==> src/rtl/bcd_xs3_seq_converter_if.sv <==
// ---------------------------------------------------------------------------
// bcd_xs3_seq_converter_if
// Handshake bundle for the sequential BCD/Excess-3 converter.
//   Input side : in_valid, in_ready, mode, in_data (DIGITS packed nibbles)
//   Output side: out_valid, out_ready, out_data, err_mask, out_error
// Modports:
//   slave  - converter view (accepts words, produces results)
//   master - environment view (produces words, consumes results)
// ---------------------------------------------------------------------------
interface bcd_xs3_seq_converter_if #(
    parameter int DIGITS = 4
);
    logic                  in_valid;
    logic                  in_ready;
    logic                  mode;
    logic [4*DIGITS-1:0]   in_data;
    logic                  out_valid;
    logic                  out_ready;
    logic [4*DIGITS-1:0]   out_data;
    logic [DIGITS-1:0]     err_mask;
    logic                  out_error;

    modport slave (
        input  in_valid,
        input  mode,
        input  in_data,
        input  out_ready,
        output in_ready,
        output out_valid,
        output out_data,
        output err_mask,
        output out_error
    );

    modport master (
        output in_valid,
        output mode,
        output in_data,
        output out_ready,
        input  in_ready,
        input  out_valid,
        input  out_data,
        input  err_mask,
        input  out_error
    );
endinterface

==> src/rtl/bcd_xs3_seq_converter.sv <==
// ---------------------------------------------------------------------------
// bcd_xs3_seq_converter
// Multi-digit bidirectional BCD <-> Excess-3 converter. A word of DIGITS
// nibbles is accepted in IDLE, converted one digit per clock (LSB digit
// first) in CONV, and presented in DONE until the consumer takes it.
// Ports:
//   clk       - rising-edge clock
//   rst       - synchronous active-high reset
//   bus       - handshake bundle (slave modport): input word/mode, result,
//               per-digit illegal mask and its OR-reduction
//   err_count - saturating count of completed transactions with an error
// ---------------------------------------------------------------------------
module bcd_xs3_seq_converter #(
    parameter int DIGITS = 4,
    parameter int CNT_W  = 8
) (
    input  logic                   clk,
    input  logic                   rst,
    bcd_xs3_seq_converter_if.slave bus,
    output logic [CNT_W-1:0]       err_count
);

    localparam int W     = 4 * DIGITS;
    localparam int IDX_W = (DIGITS > 1) ? $clog2(DIGITS) : 1;
    localparam logic [IDX_W-1:0] LAST_IDX = IDX_W'(DIGITS - 1);

    typedef enum logic [1:0] {
        ST_IDLE = 2'd0,
        ST_CONV = 2'd1,
        ST_DONE = 2'd2
    } state_t;

    state_t             state_r;
    state_t             state_s;
    logic [IDX_W-1:0]   idx_r;
    logic [W-1:0]       word_r;
    logic               mode_r;
    logic [W-1:0]       result_r;
    logic [DIGITS-1:0]  mask_r;
    logic               out_error_r;
    logic               out_valid_r;
    logic [CNT_W-1:0]   err_count_r;
    logic [3:0]         digit_s;
    logic [4:0]         conv_s;
    logic               last_s;

    // Returns {illegal, nibble}; illegal digits map to 4'hF.
    // dir = 0: BCD->XS3 (0..9 legal), dir = 1: XS3->BCD (3..12 legal).
    function automatic logic [4:0] conv_digit(input logic dir, input logic [3:0] d);
        logic [4:0] r;
        r = {1'b1, 4'hF};
        if (!dir) begin
            if (d <= 4'd9) begin
                r = {1'b0, d + 4'd3};
            end else begin
                r = {1'b1, 4'hF};
            end
        end else begin
            if ((d >= 4'd3) && (d <= 4'd12)) begin
                r = {1'b0, d - 4'd3};
            end else begin
                r = {1'b1, 4'hF};
            end
        end
        return r;
    endfunction

    // Select the current digit of the latched word and convert it.
    always_comb begin
        digit_s = word_r[{idx_r, 2'b00} +: 4];
        conv_s  = conv_digit(mode_r, digit_s);
        last_s  = (idx_r == LAST_IDX);
    end

    // State register.
    always_ff @(posedge clk) begin
        if (rst) begin
            state_r <= ST_IDLE;
        end else begin
            state_r <= state_s;
        end
    end

    // Next-state logic.
    always_comb begin
        state_s = state_r;
        case (state_r)
            ST_IDLE: begin
                if (bus.in_valid) begin
                    state_s = ST_CONV;
                end else begin
                    state_s = ST_IDLE;
                end
            end
            ST_CONV: begin
                if (last_s) begin
                    state_s = ST_DONE;
                end else begin
                    state_s = ST_CONV;
                end
            end
            ST_DONE: begin
                if (bus.out_ready) begin
                    state_s = ST_IDLE;
                end else begin
                    state_s = ST_DONE;
                end
            end
            default: begin
                state_s = ST_IDLE;
            end
        endcase
    end

    // Datapath: latch word on accept, fill result per digit, count errors on handoff.
    always_ff @(posedge clk) begin
        if (rst) begin
            idx_r       <= '0;
            word_r      <= '0;
            mode_r      <= 1'b0;
            result_r    <= '0;
            mask_r      <= '0;
            out_error_r <= 1'b0;
            out_valid_r <= 1'b0;
            err_count_r <= '0;
        end else begin
            case (state_r)
                ST_IDLE: begin
                    if (bus.in_valid) begin
                        word_r      <= bus.in_data;
                        mode_r      <= bus.mode;
                        result_r    <= '0;
                        mask_r      <= '0;
                        out_error_r <= 1'b0;
                        idx_r       <= '0;
                    end
                end
                ST_CONV: begin
                    result_r[{idx_r, 2'b00} +: 4] <= conv_s[3:0];
                    mask_r[idx_r]                 <= conv_s[4];
                    // Running OR keeps out_error equal to the OR of err_mask.
                    out_error_r                   <= out_error_r | conv_s[4];
                    if (last_s) begin
                        idx_r       <= '0;
                        out_valid_r <= 1'b1;
                    end else begin
                        idx_r       <= idx_r + IDX_W'(1);
                    end
                end
                ST_DONE: begin
                    if (bus.out_ready) begin
                        out_valid_r <= 1'b0;
                        if (out_error_r && (err_count_r != {CNT_W{1'b1}})) begin
                            err_count_r <= err_count_r + CNT_W'(1);
                        end
                    end
                end
                default: begin
                    out_valid_r <= 1'b0;
                end
            endcase
        end
    end

    assign bus.in_ready  = (state_r == ST_IDLE);
    assign bus.out_valid = out_valid_r;
    assign bus.out_data  = result_r;
    assign bus.err_mask  = mask_r;
    assign bus.out_error = out_error_r;
    assign err_count     = err_count_r;

endmodule

==> src/flat_wrapper.sv <==
// flat-port wrapper written by rule: the top's interface ports become plain ports
module bcd_xs3_seq_converter_flat 
#(
    parameter int DIGITS = 4,
    parameter int CNT_W  = 8
)
  (clk, rst, err_count, bus_in_valid, bus_mode, bus_in_data, bus_out_ready, bus_in_ready, bus_out_valid, bus_out_data, bus_err_mask, bus_out_error);
  bcd_xs3_seq_converter_if #(.DIGITS(DIGITS)) bus_i ();
  input  logic clk;
  input  logic rst;
  output logic [CNT_W-1:0] err_count;
  input wire logic [$bits(bus_i.in_valid)-1:0] bus_in_valid;
  input wire logic [$bits(bus_i.mode)-1:0] bus_mode;
  input wire logic [$bits(bus_i.in_data)-1:0] bus_in_data;
  input wire logic [$bits(bus_i.out_ready)-1:0] bus_out_ready;
  output wire logic [$bits(bus_i.in_ready)-1:0] bus_in_ready;
  output wire logic [$bits(bus_i.out_valid)-1:0] bus_out_valid;
  output wire logic [$bits(bus_i.out_data)-1:0] bus_out_data;
  output wire logic [$bits(bus_i.err_mask)-1:0] bus_err_mask;
  output wire logic [$bits(bus_i.out_error)-1:0] bus_out_error;
  assign bus_i.in_valid = bus_in_valid;
  assign bus_i.mode = bus_mode;
  assign bus_i.in_data = bus_in_data;
  assign bus_i.out_ready = bus_out_ready;
  assign bus_in_ready = bus_i.in_ready;
  assign bus_out_valid = bus_i.out_valid;
  assign bus_out_data = bus_i.out_data;
  assign bus_err_mask = bus_i.err_mask;
  assign bus_out_error = bus_i.out_error;
  bcd_xs3_seq_converter #(.DIGITS(DIGITS), .CNT_W(CNT_W)) u_core (.clk(clk), .rst(rst), .bus(bus_i), .err_count(err_count));
endmodule
==> config.mk <==
export PLATFORM = sky130hd
export DESIGN_NAME = bcd_xs3_seq_converter_flat
export DESIGN_NICKNAME = d
export VERILOG_FILES = /design/src/rtl/bcd_xs3_seq_converter_if.sv /design/src/rtl/bcd_xs3_seq_converter.sv /design/src/flat_wrapper.sv
export SDC_FILE = /design/constraint.sdc
export NUM_CORES = 1
export LEC_CHECK = 0
export CAP_MARGIN = 40
export CORE_MARGIN = 5
export CORE_UTILIZATION = 50
export DETAILED_ROUTE_END_ITERATION = 12
export PLACE_DENSITY = 0.83
export SLEW_MARGIN = 20
export SYNTH_ARGS = -nofsm -noshare
export SYNTH_HDL_FRONTEND = slang
export SYNTH_SLANG_ARGS = --single-unit
==> constraint.sdc <==
create_clock -name clk -period 3.8 [get_ports clk]
set_clock_uncertainty 0.15 [all_clocks]
set_input_delay 0.38 -clock clk [delete_from_list [all_inputs] [get_ports clk]]
set_output_delay 0.38 -clock clk [all_outputs]
set_load 0.05 [all_outputs]
=== Yosys cells after proc, flatten, opt, wreduce, memory -nomap -nowiden ===
Cells that the tools add are included.

* Multiplexer cells: 23
* Bitwise operators: 2
* $lt $le $gt $ge: 5
* Shifts and indexed selects: 3
* Equality and inequality tests: 7
* $add $sub $neg: 5
* Reductions and logical operators: 9

{| class="wikitable"
|+ Operators by type and width
! cell !! count
|-
| $pmux W16 S2 || 1
|-
| $bwmux W16 || 1
|-
| $mux W16 || 1
|-
| $shift A4 B6 Y16 const A || 1
|-
| $shiftx A16 B5 Y4 || 1
|-
| $shiftx A4 B6 Y16 || 1
|-
| $mux W5 || 3
|-
| $add A8 B1 Y8 const B || 1
|-
| $le A4 B4 Y1 const B || 2
|-
| $mux W2 || 4
|-
| $ne A8 B8 Y1 const B || 1
|-
| $pmux W4 S2 || 1
|-
| $neg A4 Y6 || 1
|-
| $pmux W2 S3 || 1
|-
| $reduce_and A3 Y1 || 2
|-
| $mux W1 || 5
|-
| $add A4 B2 Y4 const B || 1
|-
| $bwmux W4 || 1
|-
| $eq A2 B2 Y1 const B || 2
|-
| $ge A4 B2 Y1 const B || 1
|-
| $mux W4 || 1
|-
| $ne A2 B2 Y1 const B || 2
|-
| $pmux W2 S2 || 1
|-
| $reduce_and A2 Y1 || 2
|-
| 14 further kinds || 16
|}

* Register bits after elaboration: 51
* Input bits: 21

=== Depth between registers and ports, before layout ===
Gate-level depths: netlist of the first run.

* Word-level depth: 8
* Gate-level depth with buffers: 8
* Gate-level depth less buffers: 7

=== Worst setup path before layout of the first run ===
No wires, ideal clock.

* Kind: reg-to-reg
* Start: register u_core.idx_r[0]
* End: register u_core.mask_r[0] (netlist: u_core.bus.err_mask[0])
* Stages on the path, launching flop included: 8
* Library setup time: 0.060 ns
* Data arrival time: 2.242 ns
* Path buffers: 1
* Period minus slack after synthesis: 2.452 ns
* Slack: 1.348 ns
* Path through: dfxtp_1 buf_2 mux4_2 ha_1 o21ai_0 o221ai_1 a311oi_2 a22o_1

* Longest elaborated chain between the ends: 7
* Elaborated cells between the ends (all ways): 15
* Classes of those cells: order compare: 5; shift: 1; mux: 7; reduce/logical: 2

{| class="wikitable"
|+ RTL lines
! what !! line !! text
|-
| from (decl) || bcd_xs3_seq_converter.sv:35 || <nowiki>logic [IDX_W-1:0] idx_r;</nowiki>
|-
| from (signal assigned) || bcd_xs3_seq_converter.sv:147 || <nowiki>idx_r <= idx_r + IDX_W'(1);</nowiki>
|-
| $shiftx A16 B5 Y4 || bcd_xs3_seq_converter.sv:70 || <nowiki>digit_s = word_r[{idx_r, 2'b00} +: 4];</nowiki>
|-
| $ge A4 B2 Y1 / $le A4 B4 Y1 (equally long branches) || bcd_xs3_seq_converter.sv:59 || <nowiki>if ((d >= 4'd3) && (d <= 4'd12)) begin</nowiki>
|-
| $logic_and A1 B1 Y1 || bcd_xs3_seq_converter.sv:59 ||
|-
| $mux W5 || bcd_xs3_seq_converter.sv:59 ||
|-
| $mux W5 || bcd_xs3_seq_converter.sv:52 || <nowiki>if (!dir) begin</nowiki>
|-
| $bwmux W4 (*) || bcd_xs3_seq_converter.sv:140 || <nowiki>mask_r[idx_r] <= conv_s[4];</nowiki>
|-
| $pmux W4 S2 (*) || bcd_xs3_seq_converter.sv:127 || <nowiki>case (state_r)</nowiki>
|-
| to (signal, indexed assignment) || bcd_xs3_seq_converter.sv:140 ||
|-
| to (decl) || bcd_xs3_seq_converter.sv:39 || <nowiki>logic [DIGITS-1:0] mask_r;</nowiki>
|}

Every way passes the cells marked *; elsewhere a longest branch is shown, timed or not.
A chain may end at the register's enable or synchronous reset.

=== Worst setup path after layout of the first run ===
* Start: register u_core.idx_r[0]
* End: register u_core.mask_r[1] (netlist: u_core.bus.err_mask[1])

The elaborated chain is that of the path after synthesis.

==> results of run 1 <==
placed cells by master, fill, tap and decap left out, types with 2 or more instances in the layout:
cell type        instances
a22oi_1                  3
nand4_1                  4
nor2_1                  13
o221ai_1                 2
a31o_2                   2
nand4b_1                 2
ha_1                     8
inv_1                   11
clkbuf_8                 5
a22o_1                   4
nor2b_1                  4
clkdlybuf4s50_1         51
and4_1                   2
mux4_2                   4
nor3b_1                  2
o21ai_0                  3
or3_1                    2
xnor2_1                  3
a311oi_1                 2
nand2_1                 55
o31ai_1                 16
nor3_1                   3
mux2_2                   7
nand3_1                  3
mux2i_1                  5
dfxtp_1                 51
a21oi_1                 25
sequential cells by signal (all words and copies together) (netlist names):
| name | flops |
|---|---|
| u_core.idx_r | 2 |
| u_core.bus.out_data | 16 |
| u_core.state_r | 2 |
| u_core.mode_r | 1 |
| u_core.word_r | 16 |
| u_core.bus.out_valid | 1 |
| u_core.err_count | 8 |
| u_core.bus.err_mask | 4 |
| u_core.bus.out_error | 1 |
Yosys cell counts (2+ instances only):
| library cell | number | area share |
|---|---|---|
| a21oi_1 | 25 | 0.052 |
| clkbuf_1 | 8 | 0.013 |
| a22oi_1 | 3 | 0.0094 |
| or3_1 | 2 | 0.0052 |
| nand3_1 | 3 | 0.0063 |
| mux4_2 | 4 | 0.038 |
| a22o_1 | 4 | 0.015 |
| dfxtp_1 | 51 | 0.43 |
| nand4b_1 | 2 | 0.0073 |
| a311oi_1 | 2 | 0.0073 |
| nor2b_1 | 4 | 0.010 |
| nand4_1 | 4 | 0.010 |
| nand2_1 | 55 | 0.086 |
| nor3b_1 | 2 | 0.0063 |
| nor3_1 | 3 | 0.0063 |
| o31ai_1 | 16 | 0.050 |
| nor2_1 | 13 | 0.020 |
| and4_1 | 2 | 0.0073 |
| a31o_2 | 2 | 0.0073 |
| o221ai_1 | 2 | 0.0073 |
| mux2_2 | 7 | 0.033 |
| o21ai_0 | 3 | 0.0063 |
| mux2i_1 | 5 | 0.021 |
| ha_1 | 8 | 0.042 |
| xnor2_1 | 3 | 0.011 |
| inv_1 | 11 | 0.017 |
logic make-up after synthesis:
kind of cell / synth area share
flip-flops: 0.4274
buffers and inverters: 0.03824
multiplexers: 0.09168
AO/OA/AOI/OAI: 0.2043
AND/OR/NAND/NOR: 0.1854
XOR/XNOR: 0.01100
adder cells (fa/ha/maj): 0.04191
tightest hold or removal path: stages, from the launching register on:
cell     delay [ps]
dfxtp_1         310
nand2_1          50
a21oi_1          50
stage by stage:
step | cells | power [mW] | area, µm² | hold slack [ps] | worst slack [ps]
CTS | 368 | 1.030 | 3009 | 307.3 | 854.7
global placement | 360 | 0.7281 | 2924 | 286.1 | 984.0
global route | 368 | 1.071 | 3009 | 333.1 | 666.8
floorplan | 265 | 0.6807 | 2389 | 283.1 | 1348
finish | 368 | 1.023 | 3009 | 303.1 | 828.5
detailed placement | 360 | 0.7324 | 2924 | 291.8 | 883.2
final cells by class:
class / count / area [µm²]
Clock buffer: 6 / 72.57
Clock inverter: 2 / 12.51
Fill cell: 415 / 1683
Inverter: 11 / 41.29
Multi-Input combinational cell: 192 / 1276
Sequential cell: 51 / 1021
Tap cell: 54 / 67.56
Timing Repair Buffer: 52 / 518.0
per-layer routing:
layer / global-route usage / vias to the layer above / share of wire
met5: 0 / - / 0
met4: 0.04983 / 0 / 0.012
met3: 0.03968 / 6 / 0.055
met2: 0.2862 / 64 / 0.47
met1: 0.2262 / 957 / 0.47
li1: - / 1060 / -
power by group through the flow:
| stage | clock [mW] | combinational [mW] | sequential, mW |
|---|---|---|---|
| 2_1_floorplan | 0 | 0.0970 | 0.584 |
| 3_3_place_gp | 0 | 0.150 | 0.578 |
| 3_5_place_dp | 0 | 0.153 | 0.579 |
| 4_1_cts | 0.309 | 0.154 | 0.567 |
| 5_1_grt | 0.333 | 0.168 | 0.570 |
| 6_report | 0.301 | 0.155 | 0.567 |
path summary, 6_finish.rpt:
path	slack, ps	end	from	depth (start not counted)
hold / removal	300	u_core.word_r[12]	u_core.word_r[12]	2
setup reg to reg	830	u_core.bus.err_mask[1]	u_core.idx_r[0]	6
hold reg to reg	300	u_core.word_r[12]	u_core.word_r[12]	2
setup / recovery	830	u_core.bus.err_mask[1]	u_core.idx_r[0]	6
==> metrics, run 1 <==
register share of total power 0.554; Fin. Hold Viols 0; initial drt markers 120; Worst-Margin Slew 606.4 ps; critical path's slowest cell dfxtp_1; Setup crit start kind register; Buf/Inv on CP 0; post-DR wirelength/cell 13.99 µm; outcome completed; Slew headroom 0.5930; Pleak 1.047 nW; initial core utilization 0.5091; clk_lat worst skew 300 ps; die area 6259 µm²; Vias 2087; clk buf depth 2; Final Core Density 0.6413; Die Y 79.12 µm; final worst path period need 2971 ps; final wirelength 5150 µm; Setup-failing EPs final 0; Clock Pin Slew Worst Setup and Hold Paths 90 ps; largest net degree at the start of global routing 36; EDFF count, synth 0; Yosys reg bits 51; final-stage net count 342; initial antenna violation count 0; total grt overflow 0; num ports 52; CTS tree built; Sw Share 0.2710; post-synthesis sequential area ratio 0.4274; Hold Path Class register to register; cts repair resizes 0; Crit path required time 3900 ps; Placer Congestion 0.8638; Final Max Tran Viols 0; first-pass GRT wire length 8783 µm; delay-heaviest family, CP compound AO/OA/AOI/OAI gates; H-Tree Level Count 2; remaining antenna violation count after routing 0; number of global-route vias before repair 1904; TritonCTS Sinks 51; Critical Path Sink Type register; post-synth cell types 47; synth warn 0; Fmax 336.5 MHz; Crit path arrival time 3070 ps; post-route setup TNS 0 ps; hold_buf cts 0; share of post-route cells with drive strength above 1 0.07962; CP Max Fanout 16; Synth Flop Type dfxtp_1; setup bufs post-CTS 0; WS Path Type register to register; worst-path cell chain mux4_2 > ha_1 > o21ai_0 > o221ai_1 > a311oi_2 > a22o_1; NetSw 277.2 µW; total CTS buffers 5; pwr/cell area 339.9 nW/µm²; Core Box Area 4692 µm²; Avg Inst Size Synth 9.013 µm²; part of the power in combinational logic 0.152; Die W 79.12 µm; post-DR vias/cell 5.671; Total GRT Usage 0.1732; # rows 25; antenna cells 0; synthesis-to-layout area growth 25.98%; I/O Buffers 51; Pre-Repair DR Iteration Count 4; Synth Net Count 294; Root Buffer Master clkbuf_8; Post-synth ARST share 0; final worst-path cycle share 0.7820; DRC 0; Synth Instances 265; RSZ-0062 raised after global routing no; max_cap viols 0; HPWL Detailed 3926 µm; Peak supply drop 0.2307 mV; Pint 745.7 µW; Clk network pwr share 0.294; Mapped Area 2389 µm²; Worst path max stage delay 700 ps
Note: power is estimated with default switching activity, not from simulation.
==> run 2, diff against run 1 <==
==> constraint.sdc (replaced) <==
create_clock -name clk -period 2.85 [get_ports clk]
set_clock_uncertainty 0.15 [all_clocks]
set_input_delay 0.285 -clock clk [delete_from_list [all_inputs] [get_ports clk]]
set_output_delay 0.285 -clock clk [all_outputs]
set_load 0.05 [all_outputs]
==> run 2 against run 1 <==
Combinational power is 38% higher. Non-clock buffer count grew 2. Die area unchanged. Clock power rose by 47%. Flip-flop and latch count did not move. Register-to-register slack worse by 570 ps. Largest cell class unchanged.
==> metrics, run 2 (synthesized netlist as in run 1, its figures left out) <==
num ports 52; Vias 2092; CTS tree built; Die W 79.12 µm; cts repair resizes 0; Placer Congestion 0.8375; Worst-Margin Slew 675.5 ps; Setup-failing EPs final 0; RSZ-0062 raised after global routing no; hold endpoint u_core.word_r[1]; Root Buffer Master clkbuf_8; outcome completed; initial core utilization 0.5091; clk buf depth 2; most common cell after layout, fill and taps aside nand2_1; antenna cells 0; Slew headroom 0.5466; Die Y 79.12 µm; Fmax 385.2 MHz; share of post-route cells with drive strength above 1 0.08861; WS Path Type register to register; synthesis-to-layout area growth 27.19%; # rows 25; final worst path period need 2596 ps; worst r2r dst u_core.bus.err_mask[3]; final worst-path cycle share 0.9108; total grt overflow 0; Crit path arrival time 2700 ps; Critical Path Sink Type register; post-DR vias/cell 5.654; Hold WS 308.2 ps; H-Tree Level Count 2; most frequent cells in the layout 55 x nand2_1, 51 x clkdlybuf4s50_1, 51 x dfxtp_1; final setup margin 254.1 ps; max_cap viols 0; DRC 0; r2r startpoint u_core.idx_r[0]; Pre-Repair DR Iteration Count 5; R2R depth 6; setup bufs post-CTS 0; clk_lat worst skew 310 ps; Final Max Tran Viols 0; Pleak 1.064 nW; I/O Buffers 51; HPWL Detailed 4067 µm; Crit path required time 2950 ps; Total GRT Usage 0.1754; total CTS buffers 5; Final Core Density 0.6475; CP Max Fanout 7; TritonCTS Sinks 51; die area 6259 µm²; Setup crit start kind register; number of global-route vias before repair 1876; post-DR wirelength/cell 14.43 µm; final wirelength 5340 µm; hold_buf cts 0; final-stage net count 344; initial antenna violation count 0; remaining antenna violation count after routing 0; Power Total 1.408 mW; Place WS 298.4 ps; Peak supply drop 0.3007 mV; Hold Crit Start u_core.word_r[1]; Fin. Hold Viols 0; hold path depth 2; initial drt markers 79; largest net degree at the start of global routing 36; R2R setup slack 250 ps; Core Box Area 4692 µm²; pwr/cell area 463.4 nW/µm²; Hold Path Class register to register; post-route setup TNS 0 ps; first-pass GRT wire length 8783 µm; Clock Pin Slew Worst Setup and Hold Paths 90 ps
[run 2: cell types whose count changed in the layout (fill, tap and decap cells not counted)]
cell      change
clkinv_2      -1
clkinv_4      +1
clkbuf_1      -1
buf_4         +2
clkbuf_8      +1
[run 2: final cells by class]
type,count,area (µm²)
Tap cell,54,67.56
Clock buffer,6,82.58
Sequential cell,51,1021
Timing Repair Buffer,54,533.0
Clock inverter,2,16.27
Inverter,11,41.29
Multi-Input combinational cell,192,1276
Fill cell,403,1654
[run 2: critical path: stages (launching register included)]
cell	delay (ps)
dfxtp_1	400
mux4_2	610
ha_1	220
o21ai_0	240
o221ai_1	210
a311oi_2	500
a22o_1	210
[run 2: how the worst max path moves through the flow]
stage,startpoint,cells after the start,end
after detailed placement,u_core.idx_r[0],6,u_core.bus.err_mask[2]
final,u_core.idx_r[0],6,u_core.bus.err_mask[3]
after global routing,u_core.idx_r[0],6,u_core.bus.err_mask[2]
after floorplan,u_core.idx_r[0],7,u_core.bus.err_mask[0]
after CTS,u_core.idx_r[0],6,u_core.bus.err_mask[2]
after global placement,u_core.idx_r[0],6,u_core.bus.err_mask[2]
[run 2: metal layers]
metal / vias to the layer above / share of wire / track usage
met5: - / 0 / 0
met4: 0 / 0.013 / 0.05670
li1: 1059 / - / -
met2: 55 / 0.47 / 0.2828
met1: 971 / 0.46 / 0.2342
met3: 7 / 0.055 / 0.03741
[run 2: metrics by stage]
step,area [µm²],std cells
2_1_floorplan,2389,265
3_3_place_gp,2939,362
3_5_place_dp,2939,362
4_1_cts,3038,370
5_1_grt,3038,370
6_report,3038,370
[run 2: report_power, final]
group	total (mW)	internal, mW	switching, mW
combinational	0.214	0.0903	0.123
sequential	0.752	0.734	0.0178
clock	0.442	0.198	0.244
total	1.41	1.02	0.385
